<file path="src/rtl/converter_pkg.sv">
// Shared definitions for the integer/float converters in the filter datapath.
package converter_pkg;

  localparam int FP_BIAS   = 127;
  localparam int FP_EXP_W  = 8;
  localparam int FP_MANT_W = 23;
  localparam int INT_W     = 32;

  // Exponent of a value whose leading one sits at bit INT_W-1.
  localparam logic [FP_EXP_W-1:0] FP_EXP_TOP = FP_EXP_W'(FP_BIAS + INT_W - 1);

  // Converter sequencing, shared by converter_i2f and converter_f2i.
  typedef enum logic [2:0] {
    GET_A     = 3'd0,
    CONVERT   = 3'd1,
    NORMALISE = 3'd2,
    ROUND     = 3'd3,
    PUT_Z     = 3'd4
  } conv_state_t;

endpackage

</file>
<file path="src/rtl/lzc32.sv">
// Combinational 32-bit leading-zero counter with an all-zero flag.
module lzc32 (
  input  logic [31:0] i_data,
  output logic [4:0]  o_count,
  output logic        o_zero
);

  logic found;

  // Scan from the MSB down; the first set bit fixes the count.
  always_comb begin
    o_count = 5'd0;
    found   = 1'b0;
    for (int i = 31; i >= 0; i--) begin
      if (!found && i_data[i]) begin
        o_count = 5'(31 - i);
        found   = 1'b1;
      end
    end
    o_zero = ~|i_data;
  end

endmodule

</file>
<file path="src/rtl/converter_i2f.sv">
// Multi-cycle signed 32-bit integer to IEEE-754 single conversion, round-to-nearest-even.
module converter_i2f
  import converter_pkg::*;
(
  input  logic        i_CLK,
  input  logic        i_RSTN,
  input  logic [31:0] i_A,
  input  logic        i_A_STB,
  output logic        o_A_ACK,
  output logic [31:0] o_Z,
  output logic        o_Z_STB,
  input  logic        i_Z_ACK
);

  conv_state_t state_q, state_d;
  logic [31:0] a_q, a_d;
  logic        sign_q, sign_d;
  logic [31:0] mag_q, mag_d;
  logic        zero_q, zero_d;
  logic [30:0] norm_q, norm_d;
  logic [7:0]  exp_q, exp_d;
  logic [31:0] z_q, z_d;
  logic        ack_q, ack_d;
  logic        stb_q, stb_d;

  logic [4:0]  lz;
  logic        lz_zero;

  logic [22:0] mant;
  logic        guard_bit;
  logic        rnd_bit;
  logic        sticky_bit;
  logic        inc;
  logic        carry;
  logic [22:0] mant_rnd;
  logic [7:0]  exp_rnd;

  lzc32 u_lzc (
    .i_data  (mag_q),
    .o_count (lz),
    .o_zero  (lz_zero)
  );

  // Round the normalised magnitude to 23 fraction bits; a carry out bumps the exponent.
  always_comb begin
    mant             = norm_q[30:8];
    guard_bit        = norm_q[7];
    rnd_bit          = norm_q[6];
    sticky_bit       = |norm_q[5:0];
    inc              = guard_bit & (rnd_bit | sticky_bit | mant[0]);
    {carry, mant_rnd} = {1'b0, mant} + {23'd0, inc};
    exp_rnd          = exp_q + {7'd0, carry};
  end

  // Next-state and datapath updates for each conversion step.
  always_comb begin
    state_d = state_q;
    a_d     = a_q;
    sign_d  = sign_q;
    mag_d   = mag_q;
    zero_d  = zero_q;
    norm_d  = norm_q;
    exp_d   = exp_q;
    z_d     = z_q;
    ack_d   = ack_q;
    stb_d   = stb_q;
    case (state_q)
      GET_A: begin
        if (!ack_q) begin
          ack_d = 1'b1;
        end else if (i_A_STB) begin
          a_d     = i_A;
          ack_d   = 1'b0;
          state_d = CONVERT;
        end
      end
      CONVERT: begin
        sign_d  = a_q[31];
        mag_d   = a_q[31] ? (~a_q + 32'd1) : a_q;
        zero_d  = (a_q == 32'd0);
        state_d = NORMALISE;
      end
      NORMALISE: begin
        norm_d  = 31'(mag_q << lz);
        exp_d   = lz_zero ? 8'd0 : (FP_EXP_TOP - {3'd0, lz});
        state_d = ROUND;
      end
      ROUND: begin
        z_d     = zero_q ? 32'd0 : {sign_q, exp_rnd, mant_rnd};
        state_d = PUT_Z;
      end
      PUT_Z: begin
        if (!stb_q) begin
          stb_d = 1'b1;
        end else if (i_Z_ACK) begin
          stb_d   = 1'b0;
          ack_d   = 1'b1;
          state_d = GET_A;
        end
      end
      default: begin
        state_d = GET_A;
        ack_d   = 1'b0;
        stb_d   = 1'b0;
      end
    endcase
  end

  // State and datapath registers; reset discards any operand in flight.
  always_ff @(posedge i_CLK or negedge i_RSTN) begin
    if (!i_RSTN) begin
      state_q <= GET_A;
      a_q     <= 32'd0;
      sign_q  <= 1'b0;
      mag_q   <= 32'd0;
      zero_q  <= 1'b0;
      norm_q  <= 31'd0;
      exp_q   <= 8'd0;
      z_q     <= 32'd0;
      ack_q   <= 1'b0;
      stb_q   <= 1'b0;
    end else begin
      state_q <= state_d;
      a_q     <= a_d;
      sign_q  <= sign_d;
      mag_q   <= mag_d;
      zero_q  <= zero_d;
      norm_q  <= norm_d;
      exp_q   <= exp_d;
      z_q     <= z_d;
      ack_q   <= ack_d;
      stb_q   <= stb_d;
    end
  end

  assign o_A_ACK = ack_q;
  assign o_Z     = z_q;
  assign o_Z_STB = stb_q;

endmodule

</file>
<file path="config.mk">
export PLATFORM = sky130hd
export DESIGN_NAME = converter_i2f
export DESIGN_NICKNAME = d
export VERILOG_FILES = /design/src/rtl/converter_pkg.sv /design/src/rtl/lzc32.sv /design/src/rtl/converter_i2f.sv
export SDC_FILE = /design/constraint.sdc
export NUM_CORES = 1
export LEC_CHECK = 0
export ABC_CLOCK_PERIOD_IN_PS = 3100
export CORE_ASPECT_RATIO = 1.5
export CORE_MARGIN = 4
export CORE_UTILIZATION = 41
export DETAILED_ROUTE_END_ITERATION = 7
export GPL_ROUTABILITY_DRIVEN = 0
export HOLD_SLACK_MARGIN = 0.03
export PLACE_DENSITY = 0.63
export SLEW_MARGIN = 20
export SYNTH_ARGS = -nofsm -noshare
export SYNTH_HDL_FRONTEND = slang
export SYNTH_SLANG_ARGS = --single-unit
</file>
<file path="constraint.sdc">
create_clock -name i_CLK -period 3.1 [get_ports i_CLK]
set_clock_uncertainty 0.2 [all_clocks]
set_input_delay 0.62 -clock i_CLK [delete_from_list [all_inputs] [get_ports i_CLK]]
set_output_delay 0.62 -clock i_CLK [all_outputs]
set_load 0.02 [all_outputs]
</file>
Yosys cells after proc, flatten, opt, wreduce, memory -nomap -nowiden
Cells that the tools add are included.
Widths: inputs -> output; s select.
{"block": "totals", "ff_bits": 142, "wordCells": 177}
{"block": "classes", "add_sub_neg": 4, "eq_ne": 8, "n_shift": 1, "muxes": 78, "n_bitwise": 5, "n_reduce_logical": 71}
{"operator": "$mux 5", "count": 16}
{"operator": "$mux 32", "count": 2}
{"operator": "$mux 1", "count": 38}
{"operator": "$add 32x1->32 const B", "count": 1}
{"operator": "$logic_not 32->1", "count": 1}
{"operator": "$mux 4", "count": 8}
{"operator": "$not 32->32", "count": 1}
{"operator": "$reduce_or 32->1", "count": 1}
{"operator": "$shl 32x5->31", "count": 1}
{"operator": "$logic_and 1x1->1", "count": 31}
{"operator": "$logic_not 1->1", "count": 31}
{"operator": "$add 23x1->24", "count": 1}
{"operator": "$mux 3", "count": 8}
{"operator": "$pmux 3 s5", "count": 1}
{"operator": "$add 8x1->8", "count": 1}
{"operator": "$mux 8", "count": 1}
{"operator": "$ne 2x2->1 const B", "count": 4}
{"operator": "$sub 8x5->8 const A", "count": 1}
{"operator": "$eq 3x2->1 const B", "count": 2}
{"operator": "$reduce_and 3->1", "count": 2}
{"operator": "$reduce_or 6->1", "count": 1}
{"operator": "$mux 2", "count": 2}
{"operator": "$reduce_and 4->1", "count": 1}
{"operator": "$reduce_or 4->1", "count": 1}
{"operator": "other kinds (9)", "count": 10}

Longest topological paths before layout
{"block": "logic_depth", "word_depth": 96, "mapped_depth": 14}

Hierarchy
From an unflattened synthesis, not the netlist that was laid out.
{"block": "unflattened", "hier_cells": 866, "area_unflattened_um2": 8545.7}
{"module": "converter_i2f", "instances": 1, "cells_each": 789, "area_each_um2": 8056.5}
{"module": "lzc32", "instances": 1, "cells_each": 77, "area_each_um2": 489.2}

Worst setup path after synthesis
No wires, ideal clock.
{"block": "synth_path", "path_type": "register to register", "start": "register mag_q[31]", "end": "register norm_q[28]", "setup_time_ps": 132, "arrival_time_ps": 2906, "required_time_ps": 2768, "setup_slack_ps": -138, "stages_incl_launch_ff": 12, "n_path_buf": 1, "period_less_slack_ps": 3238, "path_cell_list": "dfrtp_1 or4_1 buf_4 nor4_4 nand2_2 o21a_4 clkinv_4 mux2_2 a221oi_1 a211oi_1 a221oi_1 o21ai_1"}
{"block": "synth_between", "elab_chain_len": 95, "elab_cells_between_ends": 125, "cone_classes": "1 x shift; 62 x mux; 62 x reduce/logical"}
{"element": "from (decl)", "line_no": "converter_i2f.sv:18", "source": "logic [31:0] mag_q, mag_d;"}
{"element": "from (signal assigned)", "line_no": "converter_i2f.sv:126", "source": "mag_q <= mag_d;"}
{"element": "$mux 1", "line_no": "lzc32.sv:15", "source": "if (!found && i_data[i]) begin"}
{"element": "$logic_not 1->1", "line_no": "lzc32.sv:15"}
{"element": "$logic_and 1x1->1", "line_no": "lzc32.sv:15"}
{"element": "$mux 1", "line_no": "lzc32.sv:15"}
{"element": "$logic_not 1->1", "line_no": "lzc32.sv:15"}
{"element": "$logic_and 1x1->1", "line_no": "lzc32.sv:15"}
{"element": "$mux 1", "line_no": "lzc32.sv:15"}
{"element": "$logic_not 1->1", "line_no": "lzc32.sv:15"}
{"element": "[... 79 more ...]"}
{"element": "$mux 1", "line_no": "lzc32.sv:15"}
{"element": "$logic_not 1->1", "line_no": "lzc32.sv:15"}
{"element": "$logic_and 1x1->1", "line_no": "lzc32.sv:15"}
{"element": "$mux 1", "line_no": "lzc32.sv:15"}
{"element": "$logic_not 1->1", "line_no": "lzc32.sv:15"}
{"element": "$logic_and 1x1->1", "line_no": "lzc32.sv:15"}
{"element": "$mux 5", "line_no": "lzc32.sv:15"}
{"element": "$shl 32x5->31 *", "line_no": "converter_i2f.sv:84", "source": "norm_d = 31'(mag_q << lz);"}
{"element": "to (signal assigned)", "line_no": "converter_i2f.sv:128", "source": "norm_q <= norm_d;"}
{"element": "to (decl)", "line_no": "converter_i2f.sv:20", "source": "logic [30:0] norm_q, norm_d;"}
Mark *: on every way between the ends. The rest lies on a longest branch, timed or not.
A chain may end at the register's enable or synchronous reset.

Worst setup path after layout
{"block": "layout_path", "start": "register mag_q[20]", "end": "register norm_q[25]"}
{"block": "layout_between", "elab_chain_len": 63, "elab_cells_between_ends": 83, "cone_classes": "1 x shift; 41 x mux; 41 x reduce/logical"}
{"element": "$logic_and 1x1->1", "line_no": "lzc32.sv:15"}
{"element": "$mux 1", "line_no": "lzc32.sv:15"}
{"element": "$logic_not 1->1", "line_no": "lzc32.sv:15"}
{"element": "$logic_and 1x1->1", "line_no": "lzc32.sv:15"}
{"element": "$mux 1", "line_no": "lzc32.sv:15"}
{"element": "$logic_not 1->1", "line_no": "lzc32.sv:15"}
{"element": "$logic_and 1x1->1", "line_no": "lzc32.sv:15"}
{"element": "$mux 1", "line_no": "lzc32.sv:15"}
{"element": "[... 47 more ...]"}
{"element": "$mux 1", "line_no": "lzc32.sv:15"}
{"element": "$logic_not 1->1", "line_no": "lzc32.sv:15"}
{"element": "$logic_and 1x1->1", "line_no": "lzc32.sv:15"}
{"element": "$mux 1", "line_no": "lzc32.sv:15"}
{"element": "$logic_not 1->1", "line_no": "lzc32.sv:15"}
{"element": "$logic_and 1x1->1", "line_no": "lzc32.sv:15"}
{"element": "$mux 5", "line_no": "lzc32.sv:15"}
{"element": "$shl 32x5->31 *", "line_no": "converter_i2f.sv:84"}
Marked as above.

==> flow_summary.ini <==
[drt]
drtAntennaViolNets = 0
wl_per_cell_um = 19.14
routed-via-count = 8260
drt_wl_total_um = 27680
drc = 0
drt_iter0_drc = 622
first_pass_iters = 5
via_per_inst = 5.712

[logic_synthesis]
ys_seq_area_share_pct = 41.75
ys_ff_latch = 142
syn_nets = 964
ys_types = 75
syn_inst = 923
ys.flop_type = dfrtp_1
synth_area_per_cell_um2 = 9.221
yosysWarnings = 0
synth_edf_count = 0
synth_area_um2 = 8511
async_reset_ff_share_pct = 100.0

[placed_design]
dp_hpwl_um = 18910
port_buffers = 69
dp.cells = 1375
dpl_cell_area_um2 = 10700

[clock_network]
cts_tree = yes
numCtsBuffers = 17
ctsRootBufferMaster = clkbuf_16
htree_num_levels = 4
clkTransAtPathRegs_ns = 0.06
clkLatencyLatePin_ns = 0.44
clock-sinks = 142
clockBufferDepth = 2

[die]
initial_utilization_pct = 41.68
dieWidth_um = 125.6
placementRows = 64
die_y_um = 184.5
ioPinCount = 70
die_area_um2 = 23170
coreArea_um2 = 20420

[global_route]
grt_max_degree = 66
track_usage_pct = 23.11
grt_pass1_vias = 8267
antenna_found_initial = 0
overflow = 0
grt_first_pass_wirelength_um = 42710

[power]
p_leak_uw = 0.005259
internal-power_uw = 9003
finalPower_uw = 15820
p_comb_share_pct = 62.9
p_seq_share_pct = 23.1
p_switching_uw = 6819
p_sw_share_pct = 43.10
p_clk_share_pct = 14.0
p_per_area_nw_per_um2 = 1244
peakVddDrop_v = 0.0006539

[sta]
maxSlewViolCount = 0
fin_tns_setup_ns = -2.583
fin_crit_ns = 3.300
timing.final.ws_setup_ns = -0.1996
hold_violations = 0
whs_ns = 0.2741
timing.fmax_ghz = 0.3031
fin_crit_sh_pct = 106.4
rsz0062_at_grt = yes
relSlewSlack_pct = 52.10
worst_pin_slew_ns = 0.7185
setup_viol = 31

[setup_path]
cpMaxStageDelayCell = dfrtp_2
cp-end-kind = register
critical_path_class = reg2reg
path_cells = buf_6 > or4_4 > nor4_4 > buf_4 > o31ai_1 > buf_4 > or2_2 > nor2_1 > a21oi_1 > mux2i_1 > a211o_1
worst_setup_path_start_kind = register
critical-path-top-delay-family = simple AND/OR/NAND/NOR gates
cp_common_cell = buf_4
slowest_delay_ns = 0.45
crit_arrival_ns = 3.47
cp_num_buf_inv = 3
worstPathRequired_ns = 3.27
crit_fanout = 5

[run_status]
status = finished with violations
violations = setup timing

[finish]
final_cell_mix = 165 x buf_4, 138 x dfrtp_1, 113 x nand2_1
diodes = 0
layoutNonFillerInstCount = 1446
nets = 1210
fin_area_um2 = 12720
layout_commonest_cell = buf_4
final.fill_count = 1633
area_delta_synth_final_pct = 49.44
drive_above_1_share_pct = 37.06

[min_path]
min_path_type = reg2reg

[flow_run]
cap_violations = 0
per-stage QoR:
| stage | worst slack (ns) | util, % |
|---|---|---|
| floorplan | -0.04455 | - |
| global placement | -0.1868 | 52.38 |
| detailed placement | -0.1807 | 52.38 |
| CTS | -0.1364 | 59.44 |
| global route | -0.2760 | 62.29 |
| finish | -0.1996 | 62.29 |
power by group through the flow:
stage | clock network (µW) | registers, µW | logic (µW)
floorplan | 0 | 3610 | 4170
global placement | 0 | 3570 | 7300
detailed placement | 0 | 3620 | 7380
CTS | 2250 | 3620 | 8680
global route | 2340 | 3780 | 10500
finish | 2220 | 3650 | 9960
tightest hold or removal path, cell delays in order (launching register included):
cell	delay [ns]
dfrtp_1	0.34
nand2_1	0.04
o21ai_0	0.06
synth_stat cells, types with 18 or more instances:
cell,n,area (µm²)
dfrtp_1,142,3553
nand2_1,125,469.2
nor2_1,84,315.3
a21oi_1,56,280.3
o21ai_0,53,265.3
xor2_1,45,394.1
clkbuf_1,42,157.7
mux2_2,40,450.4
mux2i_1,33,330.3
nand3_1,20,100.1
o31ai_1,18,135.1
final cells by class:
class | count | area, µm² | share of cell area [%]
Clock buffer | 17 | 425.4 | 3.345
Clock inverter | 15 | 206.4 | 1.623
Inverter | 19 | 96.34 | 0.7575
Multi-Input combinational cell | 700 | 5440 | 42.77
Sequential cell | 142 | 3558 | 27.98
Tap cell | 264 | 330.3 | 2.597
Timing Repair Buffer | 288 | 2653 | 20.86
Timing Repair inverter | 1 | 8.758 | 0.06886
routing by layer:
layer  GRT usage (%)  up-vias  part of all wire [%]
met3           3.421      121                   3.9
met1           24.31     3981                    36
met5               0        -                     0
met4           15.49        0                   7.1
met2           42.39      307                    53
li1                -     3851                     -
registers in the layout, indices dropped and copies added (netlist names):
register  count
o_Z_STB       1
a_q          32
sign_q        1
state_q       3
norm_q       31
o_A_ACK       1
exp_q         8
zero_q        1
o_Z          32
mag_q        32
logic make-up (layout without fill, tap and decap cells):
group / Yosys count / count (layout) / synth area share [%]
AOI/OAI and AO/OA: 238 / 238 / 18.70
xor gates and xnor gates: 59 / 59 / 6.072
adders and majority gates: 5 / 5 / 0.7351
buffers and inverters: 81 / 340 / 4.293
DFF: 142 / 142 / 41.75
muxes: 74 / 74 / 9.306
and+or+nand+nor: 324 / 324 / 19.14
what timing repair did:
action	CTS	global route
endpoints found under the hold margin	56	0
cloned	5	0
hold buffers	1	0
resized for setup	114	105
endpoints found under the setup margin	36	46
buffers inserted	25	12
pin swaps	53	47
worst paths after layout:
check	start	endpoint	slack, ns	depth (start not counted)
max in group asynchronous	i_RSTN	norm_q[21]$_DFFE_PN0N_	1.35	3
worst min-delay path	o_Z[15]$_DFFE_PN0P_	o_Z[15]$_DFFE_PN0P_	0.27	2
min in group asynchronous	i_RSTN	a_q[3]$_DFFE_PN0P_	0.51	2
worst max register to register	mag_q[20]$_DFFE_PN0P_	norm_q[25]$_DFFE_PN0N_	-0.20	11
worst min register to register	o_Z[15]$_DFFE_PN0P_	o_Z[15]$_DFFE_PN0P_	0.27	2
worst max-delay path	mag_q[20]$_DFFE_PN0P_	norm_q[25]$_DFFE_PN0N_	-0.20	11
No activity file was read; power rests on OpenSTA's default activity.
